$ cat config.mk
export PLATFORM = sky130hd
export DESIGN_NAME = mux_8_1_arbiter
export DESIGN_NICKNAME = d
export VERILOG_FILES = /design/src/rtl/mux_8_1_arbiter_pkg.sv /design/src/rtl/rr_pick_8.sv /design/src/rtl/mux_8_1_arbiter.sv
export SDC_FILE = /design/constraint.sdc
export NUM_CORES = 1
export LEC_CHECK = 0
export CORE_MARGIN = 2
export CORE_UTILIZATION = 60
export DETAILED_ROUTE_END_ITERATION = 8
export GPL_ROUTABILITY_DRIVEN = 1
export PLACE_DENSITY = 0.82
export SYNTH_ARGS = -nofsm -noshare
export SYNTH_HDL_FRONTEND = slang
export SYNTH_SLANG_ARGS = --single-unit
$ cat constraint.sdc
create_clock -name clk -period 10.3 [get_ports clk]
set_clock_uncertainty 0.2 [all_clocks]
set_input_delay 1.545 -clock clk [delete_from_list [all_inputs] [get_ports clk]]
set_output_delay 1.545 -clock clk [all_outputs]
set_load 0.01 [all_outputs]
$ cat src/rtl/mux_8_1_arbiter_pkg.sv
// Shared constants, state encoding and grant payload for the mux_8_1 round-robin arbiter.
package mux_8_1_arbiter_pkg;

  localparam int unsigned N_REQ = 8;
  localparam int unsigned SEL_W = 3;

  typedef enum logic {
    ST_IDLE  = 1'b0,
    ST_GRANT = 1'b1
  } arb_state_e;

  typedef struct packed {
    logic [N_REQ-1:0] gnt;
    logic [SEL_W-1:0] sel;
    logic             valid;
  } grant_t;

  function automatic logic [N_REQ-1:0] onehot_sel(input logic [SEL_W-1:0] idx);
    onehot_sel = N_REQ'(1) << idx;
  endfunction

endpackage

$ cat src/rtl/rr_pick_8.sv
// Combinational round-robin picker: first set req bit scanning from last+1 upward, wrapping 7->0.
module rr_pick_8
  import mux_8_1_arbiter_pkg::*;
(
  input  logic [N_REQ-1:0] req,
  input  logic [SEL_W-1:0] last,
  output logic             any,
  output logic [SEL_W-1:0] idx
);

  logic [2*N_REQ-1:0] req_dbl;
  logic [N_REQ-1:0]   req_rot;
  logic [SEL_W-1:0]   start;
  logic [SEL_W-1:0]   off;

  // Rotate so bit 0 of req_rot is requester last+1; the 3-bit add wraps naturally.
  assign start   = last + SEL_W'(1);
  assign req_dbl = {req, req};
  assign req_rot = req_dbl[start +: N_REQ];
  assign any     = |req;

  always_comb begin
    off = '0;
    for (int i = N_REQ - 1; i >= 0; i--) begin
      if (req_rot[i]) begin
        off = SEL_W'(i);
      end
    end
  end

  assign idx = start + off;

endmodule

$ cat src/rtl/mux_8_1_arbiter.sv
// Round-robin arbiter for one shared mux_8_1: registered one-hot grant, mux select and
// hold-timeout so no requester can keep the mux longer than MAX_HOLD cycles.
module mux_8_1_arbiter
  import mux_8_1_arbiter_pkg::*;
#(
  parameter int unsigned MAX_HOLD = 16,
  parameter int unsigned CNT_W    = 8
) (
  input  logic             clk,
  input  logic             rst,
  input  logic [N_REQ-1:0] req,
  output logic [SEL_W-1:0] sel,
  output logic [N_REQ-1:0] gnt,
  output logic             gnt_valid,
  output logic             timeout
);

  arb_state_e       state_q, state_d;
  grant_t           grant_q, grant_d;
  logic             timeout_q, timeout_d;
  logic [CNT_W-1:0] cnt_q, cnt_d;
  logic [SEL_W-1:0] last_q, last_d;

  logic             pick_any;
  logic [SEL_W-1:0] pick_idx;

  rr_pick_8 u_pick (
    .req  (req),
    .last (last_q),
    .any  (pick_any),
    .idx  (pick_idx)
  );

  always_ff @(posedge clk or posedge rst) begin
    if (rst) begin
      state_q   <= ST_IDLE;
      grant_q   <= '0;
      timeout_q <= 1'b0;
      cnt_q     <= '0;
      last_q    <= SEL_W'(N_REQ - 1);
    end else begin
      state_q   <= state_d;
      grant_q   <= grant_d;
      timeout_q <= timeout_d;
      cnt_q     <= cnt_d;
      last_q    <= last_d;
    end
  end

  // Next-state: arbitrate only in IDLE; in GRANT a dropped request beats hold expiry.
  always_comb begin
    state_d   = state_q;
    grant_d   = grant_q;
    timeout_d = 1'b0;
    cnt_d     = cnt_q;
    last_d    = last_q;
    unique case (state_q)
      ST_IDLE: begin
        grant_d.gnt   = '0;
        grant_d.valid = 1'b0;
        if (pick_any) begin
          grant_d.gnt   = onehot_sel(pick_idx);
          grant_d.sel   = pick_idx;
          grant_d.valid = 1'b1;
          last_d        = pick_idx;
          cnt_d         = '0;
          state_d       = ST_GRANT;
        end
      end
      ST_GRANT: begin
        if (!req[grant_q.sel]) begin
          grant_d.gnt   = '0;
          grant_d.valid = 1'b0;
          state_d       = ST_IDLE;
        end else if (cnt_q == CNT_W'(MAX_HOLD - 1)) begin
          grant_d.gnt   = '0;
          grant_d.valid = 1'b0;
          timeout_d     = 1'b1;
          state_d       = ST_IDLE;
        end else begin
          cnt_d = cnt_q + CNT_W'(1);
        end
      end
      default: state_d = ST_IDLE;
    endcase
  end

  assign sel       = grant_q.sel;
  assign gnt       = grant_q.gnt;
  assign gnt_valid = grant_q.valid;
  assign timeout   = timeout_q;

  a_gnt_onehot0: assert property (@(posedge clk) disable iff (rst) $onehot0(gnt));
  a_valid_eq_or: assert property (@(posedge clk) disable iff (rst) gnt_valid == (|gnt));
  a_valid_sel:   assert property (@(posedge clk) disable iff (rst) gnt_valid |-> gnt[sel]);
  a_timeout_idle: assert property (@(posedge clk) disable iff (rst) timeout |-> !gnt_valid);

endmodule

Word-level counts from Yosys, hierarchy flattened
Index checks and enable logic that the tools add are counted.

Eq/ne operators: 5. Shifts and indexed selects: 2. Bitwise logic cells: 1. Reduce and logical (&&, ||, !) cells: 3. Multiplexer cells: 28. $add $sub $neg: 3. Order comparisons: 1.

Operator list (count): $mux W8 (5); $pmux W8 S2 (2); $mux W3 (8); $shiftx A16 B4 Y8 (1); $mux W12 (1); $mux W1 (9); $add A8 B1 Y8 const B (1); $eq A8 B4 Y1 const B (1); $reduce_or A8 Y1 (1); $shl A1 B3 Y8 const A (1); $lt A3 B4 Y1 const B (1); $ne A2 B2 Y1 const B (2); $pmux W1 S2 (2); $add A3 B1 Y3 const B (1); $add A3 B3 Y3 (1); $bmux W1 S3 (1); $ne A3 B2 Y1 const B (1); $reduce_and A3 Y1 (1); $ne A2 B1 Y1 const B (1); $reduce_and A2 Y1 (1); $not A1 Y1 (1).

Register bits: 25. Input bits: 10.

Logic depth before layout (Yosys ltp)
Gate-level depths: netlist of the first run.

Depth in word-level cells: 14. Mapped depth: 16.

Modules after synthesis
A second synthesis of the first run with hierarchy kept.

Cells, all modules: 163. Area, all modules: 1712.9 sq um.

Modules (own cells, without submodules): mux_8_1_arbiter (seq. area each 629.4 sq um, times used 1, area each 1252.5 sq um, cells an instance 118); rr_pick_8 (seq. area each 0.0 sq um, times used 1, area each 460.4 sq um, cells an instance 45).

Worst setup path before layout of the first run
No wires, ideal clock.

Kind: input to register. Start point: input port req[1]. End point: register grant_q (netlist bit gnt[0]). Data arrival time: 4.119 ns. Path buffers: 1. Stages on the path: 12. Path slack: 5.857 ns. Library setup time: 0.124 ns. Required time: 9.976 ns. Cell sequence: buf_2 nor2_2 mux4_2 a221o_1 o31ai_1 o21a_1 o221ai_1 fa_1 xnor2_1 nor3_1 a32oi_2 nand2_1.

Longest elaborated chain between the ends: 13. Elaborated cells between the ends (all ways): 18.

Ends and longest elaborated chain: start: declaration (RTL line mux_8_1_arbiter.sv:11) `input logic [N_REQ-1:0] req,`; $shiftx A16 B4 Y8 (RTL line rr_pick_8.sv:19) `assign req_rot = req_dbl[start +: N_REQ];`; $mux W3 (8 in a row) (RTL line rr_pick_8.sv:25) `if (req_rot[i]) begin`; $add A3 B3 Y3 (RTL line rr_pick_8.sv:31) `assign idx = start + off;`; $shl A1 B3 Y8 (RTL line mux_8_1_arbiter_pkg.sv:19) `onehot_sel = N_REQ'(1) << idx;`; $mux W12 (RTL line mux_8_1_arbiter.sv:61) `if (pick_any) begin`; $pmux W8 S2 (RTL line mux_8_1_arbiter.sv:57) `unique case (state_q)`; end signal: assignment (RTL line mux_8_1_arbiter.sv:43) `grant_q <= grant_d;`; end: declaration (RTL line mux_8_1_arbiter.sv:19) `grant_t grant_q, grant_d;`.

Parallel ways exist; a longest one is shown, timed or not. The select of a mux whose other input is x is not followed. A chain may end at the register's enable or synchronous reset.

Worst setup path after layout of the first run
Start point: input port req[7]. End point: register grant_q (netlist bit gnt[0]).

The elaborated chain is that of the path after synthesis.

==> results of run 1 <==
-- kinds of logic after synthesis --
| family | Yosys count |
|---|---|
| simple gates | 95 |
| xor+xnor | 7 |
| mux | 21 |
| compound gates | 52 |
| fa+ha+maj | 4 |
| buf+inv | 15 |
| flops | 25 |
-- flip-flops by register name, summed over array words and instances, names as in the netlist --
name       flops
state_q        1
gnt            8
timeout        1
last_q         3
sel            3
cnt_q          8
gnt_valid      1
-- cells in the mapped netlist, types with 5 or more instances --
| cell type | count | area share |
|---|---|---|
| sky130_fd_sc_hd__nand2_1 | 28 | 0.053 |
| sky130_fd_sc_hd__dfrtp_1 | 22 | 0.28 |
| sky130_fd_sc_hd__nand3_1 | 19 | 0.048 |
| sky130_fd_sc_hd__o21ai_0 | 17 | 0.043 |
| sky130_fd_sc_hd__nor2_1 | 15 | 0.028 |
| sky130_fd_sc_hd__mux2i_1 | 8 | 0.040 |
| sky130_fd_sc_hd__a21oi_1 | 7 | 0.018 |
| sky130_fd_sc_hd__mux2_2 | 7 | 0.040 |
| sky130_fd_sc_hd__nor3_1 | 7 | 0.018 |
| sky130_fd_sc_hd__and2_1 | 5 | 0.016 |
| sky130_fd_sc_hd__inv_1 | 5 | 0.0095 |
| sky130_fd_sc_hd__o21a_1 | 5 | 0.019 |
-- final timing paths --
kind / start / end
worst max-delay path: req[7] / gnt[0]$_DFFE_PP0P_
worst min register to register: gnt[2]$_DFFE_PP0P_ / gnt[2]$_DFFE_PP0P_
worst max register to register: last_q[0]$_DFFE_PP1P_ / gnt[0]$_DFFE_PP0P_
max in group asynchronous: rst / cnt_q[0]$_DFFE_PP0P_
worst min-delay path: gnt[2]$_DFFE_PP0P_ / gnt[2]$_DFFE_PP0P_
min in group asynchronous: rst / gnt[0]$_DFFE_PP0P_
-- area by class of cell --
type	count	share of cell area
timing repair buffer	22	0.0987
clock buffer	3	0.0101
multi-input combinational	179	0.571
clock inverter	1	0.00224
tap	44	0.0247
inverter	6	0.0112
sequential	25	0.282
-- layer usage --
layer | share of wire | track usage | routed length (µm) | up-vias
met5 | 0 | 0 | 0 | -
li1 | - | - | - | 850
met4 | 0.021 | 0.103 | 104 | 0
met2 | 0.53 | 0.494 | 2630 | 83
met1 | 0.40 | 0.371 | 1990 | 904
met3 | 0.052 | 0.0294 | 257 | 11
-- worst register-to-register path, delay by kind of cell, from the launching register on --
family,cells,cell delay (ns)
multiplexers,1,0.43
XOR/XNOR,1,0.82
AND/OR/NAND/NOR,3,0.64
AO/OA/AOI/OAI,5,0.98
adder cells (fa/ha/maj),2,0.96
flip-flops,1,0.76
-- metrics by stage --
step / utilization / setup WS [ns]
global route: 0.719 / 5.05
floorplan: - / 5.86
detailed placement: 0.710 / 5.09
finish: 0.719 / 5.27
CTS: 0.719 / 5.34
global placement: 0.710 / 5.19
==> summary.md, run 1 <==
| Metric | Value |
|---|---|
| Dominant combinational cell family by area after synthesis | `simple AND/OR/NAND/NOR gates` |
| Crit-path cells | `clkdlybuf4s50_1 -> nor2_1 -> mux4_2 -> a221o_1 -> o31ai_1 -> o21a_1 -> o221ai_1 -> fa_1 -> nand2_1 -> nor3_1 -> a32oi_2 -> nand2_1` |
| TritonCTS clock tree | `done` |
| Max-Cap Viols | `0` |
| Achievable clock frequency | `0.199 GHz` |
| Synthesized-area fraction occupied by xor and xnor cells | `0.0385` |
| Total of cells resized after clock tree synthesis | `0` |
| Post-synth top flop | `sky130_fd_sc_hd__dfrtp_1` |
| DIE WIDTH | `61.5 µm` |
| Buffers inserted by post-CTS timing repair | `0` |
| Setup-failing EPs final | `0` |
| DR DRC count | `0` |
| Critical path type | `input port to flop` |
| CTS sink count | `25` |
| Hold-fix buffers at CTS | `0` |
| Portion of netlist area occupied by mux cells | `0.152` |
| Number of iterations in the first detailed-routing pass | `4` |
| Worst reg-to-reg path cell count | `12` |
| Sequential share of the synthesized area | `0.318` |
| Minimum hold slack | `0.300 ns` |
| First-pass GRT wire length | `8060 µm` |
| Number of antenna violations at the first check in global routing | `0` |
| Crit. path cell count | `12` |
| Boundary Pins | `23` |
| Critical path's most frequent cell | `sky130_fd_sc_hd__nand2_1` |
| Growth of design area from synthesis to finish | `12.6%` |
| Final Routed Wirelength | `4990 µm` |
| CP startpoint kind | `input port` |
| Transition at the pin with the smallest max-transition slack | `1.10 ns` |
| Post-placement cell area | `2200 µm²` |
| Crit-path max FO | `7` |
| Filler-free cell count of the finished design | `280` |
| Most common cell after layout, fill and taps aside | `sky130_fd_sc_hd__nand2_1` |
| Level count of the clock H-tree | `1` |
| Number of global-route vias before repair | `1,733` |
| Synth Register Bits | `25` |
| Top delay family on crit path | `compound AO/OA/AOI/OAI gates` |
| Register-to-register setup slack | `5.48 ns` |
| CP max stage delay | `0.69 ns` |
| Initial Util | `0.639` |
| Post-synthesis average cell area | `9.05 µm²` |
| Final cycle utilization of the critical path | `0.488` |
| Relative max-transition margin | `0.261` |
| Pin count of the biggest net entering global routing | `26` |
| Hold path cells | `2` |
| Result of the run | `finished, final reports clean` |
| Remaining global-route overflow | `0` |
| Number of fillers in the final layout | `234` |
| Final RePlAce weighted congestion | `0.882` |
| DP HPWL | `3660 µm` |
| Critical path data required time | `10.36 ns` |
| Min-Delay Path Class | `flop to flop` |
| Most frequent cells in the layout | `28 x sky130_fd_sc_hd__nand2_1, 22 x sky130_fd_sc_hd__dfrtp_1, 22 x sky130_fd_sc_hd__clkdlybuf4s50_1` |
| Clock root cell | `sky130_fd_sc_hd__clkbuf_4` |
| Number of cells after detailed placement | `276` |
| Compound-Gate Fraction of Synth Area | `0.188` |
| Post-layout instance area | `2230 µm²` |
| Buffers from clock root to sink, at most | `2` |
| Total number of nets in the final design | `251` |
| Worst-path clk slew | `0.14 ns` |
| Critical path buffers and inverters | `1` |
| Post-DR wirelength/cell | `17.8 µm` |
| Count of port buffers added during placement | `22` |
| Die ar. | `3780 µm²` |
| Total vias in the final route | `1,848` |
| Total number of yosys warnings | `0` |
| Simple-gate share of the synthesized area | `0.235` |
| Count of routing violations after the opening detailed-route iteration | `163` |
| Synthesized-area fraction occupied by adder cells | `0.0290` |
| RSZ-0062 raised after global routing | `no` |
| Number of cells produced by synthesis | `219` |
| Accumulated negative setup slack | `0 ns` |
| Die span in y | `61.5 µm` |
| Worst-Skew Late Latency | `0.31 ns` |
| CTS buffer count | `3` |
| Row count | `20` |
| Sequential standard cell area | `629 µm²` |
| Post-synth ARST share | `1.00` |
| Ratio of cells with drive above 1 in the final layout | `0.136` |
| Synthesized net count | `233` |
| Area taken by multi-input logic gates | `1270 µm²` |
| Final number of hold-violating endpoints | `0` |
| Number of antenna repair diodes | `0` |
| Number of nets still failing antenna checks after routing | `0` |
| Slowest stage cell on the critical path | `sky130_fd_sc_hd__fa_1` |
| Final critical delay including setup and external delays | `5.03 ns` |
| Total global routing track utilization | `0.285` |
| Core Region | `3100 µm²` |
| CP Capture Type | `flop` |
| Count of flip-flops with a built-in enable after synthesis | `0` |
| Post-Synthesis Cell Area | `1980 µm²` |
| Count of pins over their slew limit | `0` |
| Via density per instance | `6.60` |
| Count of different cell masters after synthesis | `49` |
| WP data arrival | `5.08 ns` |
Power of run 1 is not shown: default switching activity piles up to over one toggle a cycle in this logic, so the estimate is an artifact.
==> run 2, diff against run 1 <==
CORE_UTILIZATION = 56   (was 60)
PLACE_DENSITY = 0.77   (was 0.82)
clock period = 5.2 ns   (was 10.3 ns; I/O delays follow)
==> run 2 against run 1 <==
Net effect:
- die area rose by 6.7%
- register-to-register slack got worse by 4.8 ns
- sequential share of layout area fell by 0.20 points
- highest routed layer unchanged
==> summary.md, run 2 (same netlist as run 1, synthesis figures left out) <==
| Metric | Value |
|---|---|
| Via density per instance | `6.42` |
| DP HPWL | `3620 µm` |
| Hold path cells | `2` |
| Crit-path max FO | `19` |
| Pin count of the biggest net entering global routing | `26` |
| Final Routed Wirelength | `4790 µm` |
| Critical path data required time | `5.22 ns` |
| Buffers from clock root to sink, at most | `2` |
| First-pass GRT wire length | `8180 µm` |
| Final critical delay including setup and external delays | `4.49 ns` |
| Ratio of cells with drive above 1 in the final layout | `0.139` |
| DR DRC count | `0` |
| DIE WIDTH | `63.5 µm` |
| WP data arrival | `4.51 ns` |
| Number of iterations in the first detailed-routing pass | `4` |
| Worst-path clk slew | `0.14 ns` |
| Worst Slack Setup Final | `0.714 ns` |
| CP startpoint kind | `flop` |
| Worst-Skew Late Latency | `0.32 ns` |
| Setup-failing EPs final | `0` |
| RSZ-0062 raised after global routing | `no` |
| Post-DR wirelength/cell | `16.9 µm` |
| Boundary Pins | `23` |
| Number of nets still failing antenna checks after routing | `0` |
| Number of antenna repair diodes | `0` |
| Most common cell after layout, fill and taps aside | `sky130_fd_sc_hd__nand2_1` |
| Post-layout instance area | `2250 µm²` |
| CTS buffer count | `3` |
| Capture point of the worst reg-to-reg path | `gnt[0]$_DFFE_PP0P_` |
| Remaining global-route overflow | `0` |
| Number of antenna violations at the first check in global routing | `0` |
| Post-placement setup slack | `0.636 ns` |
| Row count | `21` |
| Total of cells resized after clock tree synthesis | `0` |
| Register-to-register setup slack | `0.71 ns` |
| Growth of design area from synthesis to finish | `13.4%` |
| Critical path type | `flop to flop` |
| Level count of the clock H-tree | `1` |
| Min-Delay Path Class | `flop to flop` |
| Hold endpoint | `gnt[1]$_DFFE_PP0P_` |
| TritonCTS clock tree | `done` |
| CTS sink count | `25` |
| Accumulated negative setup slack | `0 ns` |
| Max-Cap Viols | `0` |
| Number of global-route vias before repair | `1,774` |
| Buffers inserted by post-CTS timing repair | `0` |
| CP Capture Type | `flop` |
| R2R Path Start | `last_q[0]$_DFFE_PP1P_` |
| Count of port buffers added during placement | `22` |
| Most frequent cells in the layout | `28 x sky130_fd_sc_hd__nand2_1, 22 x sky130_fd_sc_hd__dfrtp_1, 22 x sky130_fd_sc_hd__clkdlybuf4s50_1` |
| Core Region | `3360 µm²` |
| Die ar. | `4030 µm²` |
| Total vias in the final route | `1,822` |
| Transition at the pin with the smallest max-transition slack | `1.09 ns` |
| Count of pins over their slew limit | `0` |
| Total number of nets in the final design | `253` |
| Worst reg-to-reg path cell count | `12` |
| Hold Path Origin | `gnt[1]$_DFFE_PP0P_` |
| Final RePlAce weighted congestion | `1.06` |
| Final core utilization | `0.668` |
| Die span in y | `63.5 µm` |
| Hold-fix buffers at CTS | `0` |
| Result of the run | `finished, final reports clean` |
| Final number of hold-violating endpoints | `0` |
| Total global routing track utilization | `0.253` |
| Final cycle utilization of the critical path | `0.863` |
| Achievable clock frequency | `0.223 GHz` |
| Post-placement cell area | `2220 µm²` |
| Initial Util | `0.589` |
| Relative max-transition margin | `0.270` |
| Count of routing violations after the opening detailed-route iteration | `302` |
| Clock root cell | `sky130_fd_sc_hd__clkbuf_4` |
==> run 2: changes by cell type in the layout (fill, tap and decap cells not counted) <==
cell	delta
sky130_fd_sc_hd__buf_4	+2
sky130_fd_sc_hd__clkbuf_1	+1
sky130_fd_sc_hd__clkinv_2	-1
==> run 2: how the worst max path moves through the flow <==
stage	end	slack, ns	start
after floorplan	gnt[0]$_DFFE_PP0P_	1.42	last_q[0]$_DFFE_PP1P_
after detailed placement	gnt[0]$_DFFE_PP0P_	0.64	req[1]
final	gnt[0]$_DFFE_PP0P_	0.71	last_q[0]$_DFFE_PP1P_
after global routing	gnt[0]$_DFFE_PP0P_	0.42	last_q[0]$_DFFE_PP1P_
after CTS	gnt[0]$_DFFE_PP0P_	0.70	last_q[0]$_DFFE_PP1P_
after global placement	gnt[0]$_DFFE_PP0P_	0.77	req[1]
==> run 2: layout make-up <==
| class | count | area, µm² |
|---|---|---|
| timing repair buffer | 24 | 235 |
| multi-input combinational | 179 | 1270 |
| tap | 46 | 57.6 |
| sequential | 25 | 629 |
| inverter | 6 | 25.0 |
| clock buffer | 4 | 26.3 |
| fill | 321 | 1120 |
==> run 2: per-layer routing <==
| metal | share of wire | up-vias | GRT usage |
|---|---|---|---|
| met5 | 0 | - | 0 |
| met4 | 0.0094 | 0 | 0.0951 |
| met3 | 0.045 | 4 | 0.0304 |
| met2 | 0.52 | 63 | 0.421 |
| met1 | 0.42 | 898 | 0.336 |
| li1 | - | 857 | - |
==> run 2: worst max-delay path: stages, from the launching register on <==
cell and delay (ns):
sky130_fd_sc_hd__dfstp_2 0.74, sky130_fd_sc_hd__ha_1 0.53, sky130_fd_sc_hd__inv_4 0.19, sky130_fd_sc_hd__mux4_2 0.50, sky130_fd_sc_hd__a221o_1 0.40, sky130_fd_sc_hd__o31ai_1 0.10, sky130_fd_sc_hd__o21a_1 0.17, sky130_fd_sc_hd__o221ai_1 0.16
sky130_fd_sc_hd__fa_1 0.48, sky130_fd_sc_hd__xnor2_1 0.46, sky130_fd_sc_hd__nor3_1 0.14, sky130_fd_sc_hd__a32oi_2 0.23, sky130_fd_sc_hd__nand2_1 0.08
==> run 2: per-stage QoR <==
stage | hold slack [ns] | std cells
after floorplan | 0.268 | 219
after global placement | 0.260 | 280
after detailed placement | 0.275 | 280
after CTS | 0.305 | 284
after global routing | 0.329 | 284
final | 0.300 | 284
Power of run 2 is left out for the same reason.
==> run 3, diff against run 2 <==
CTS_CLUSTER_SIZE = 8   (was not set)
==> results of run 3 <==
No change in the layout: final DEF, timing and power equal those of run 2.
Power of run 3 is left out for the same reason.
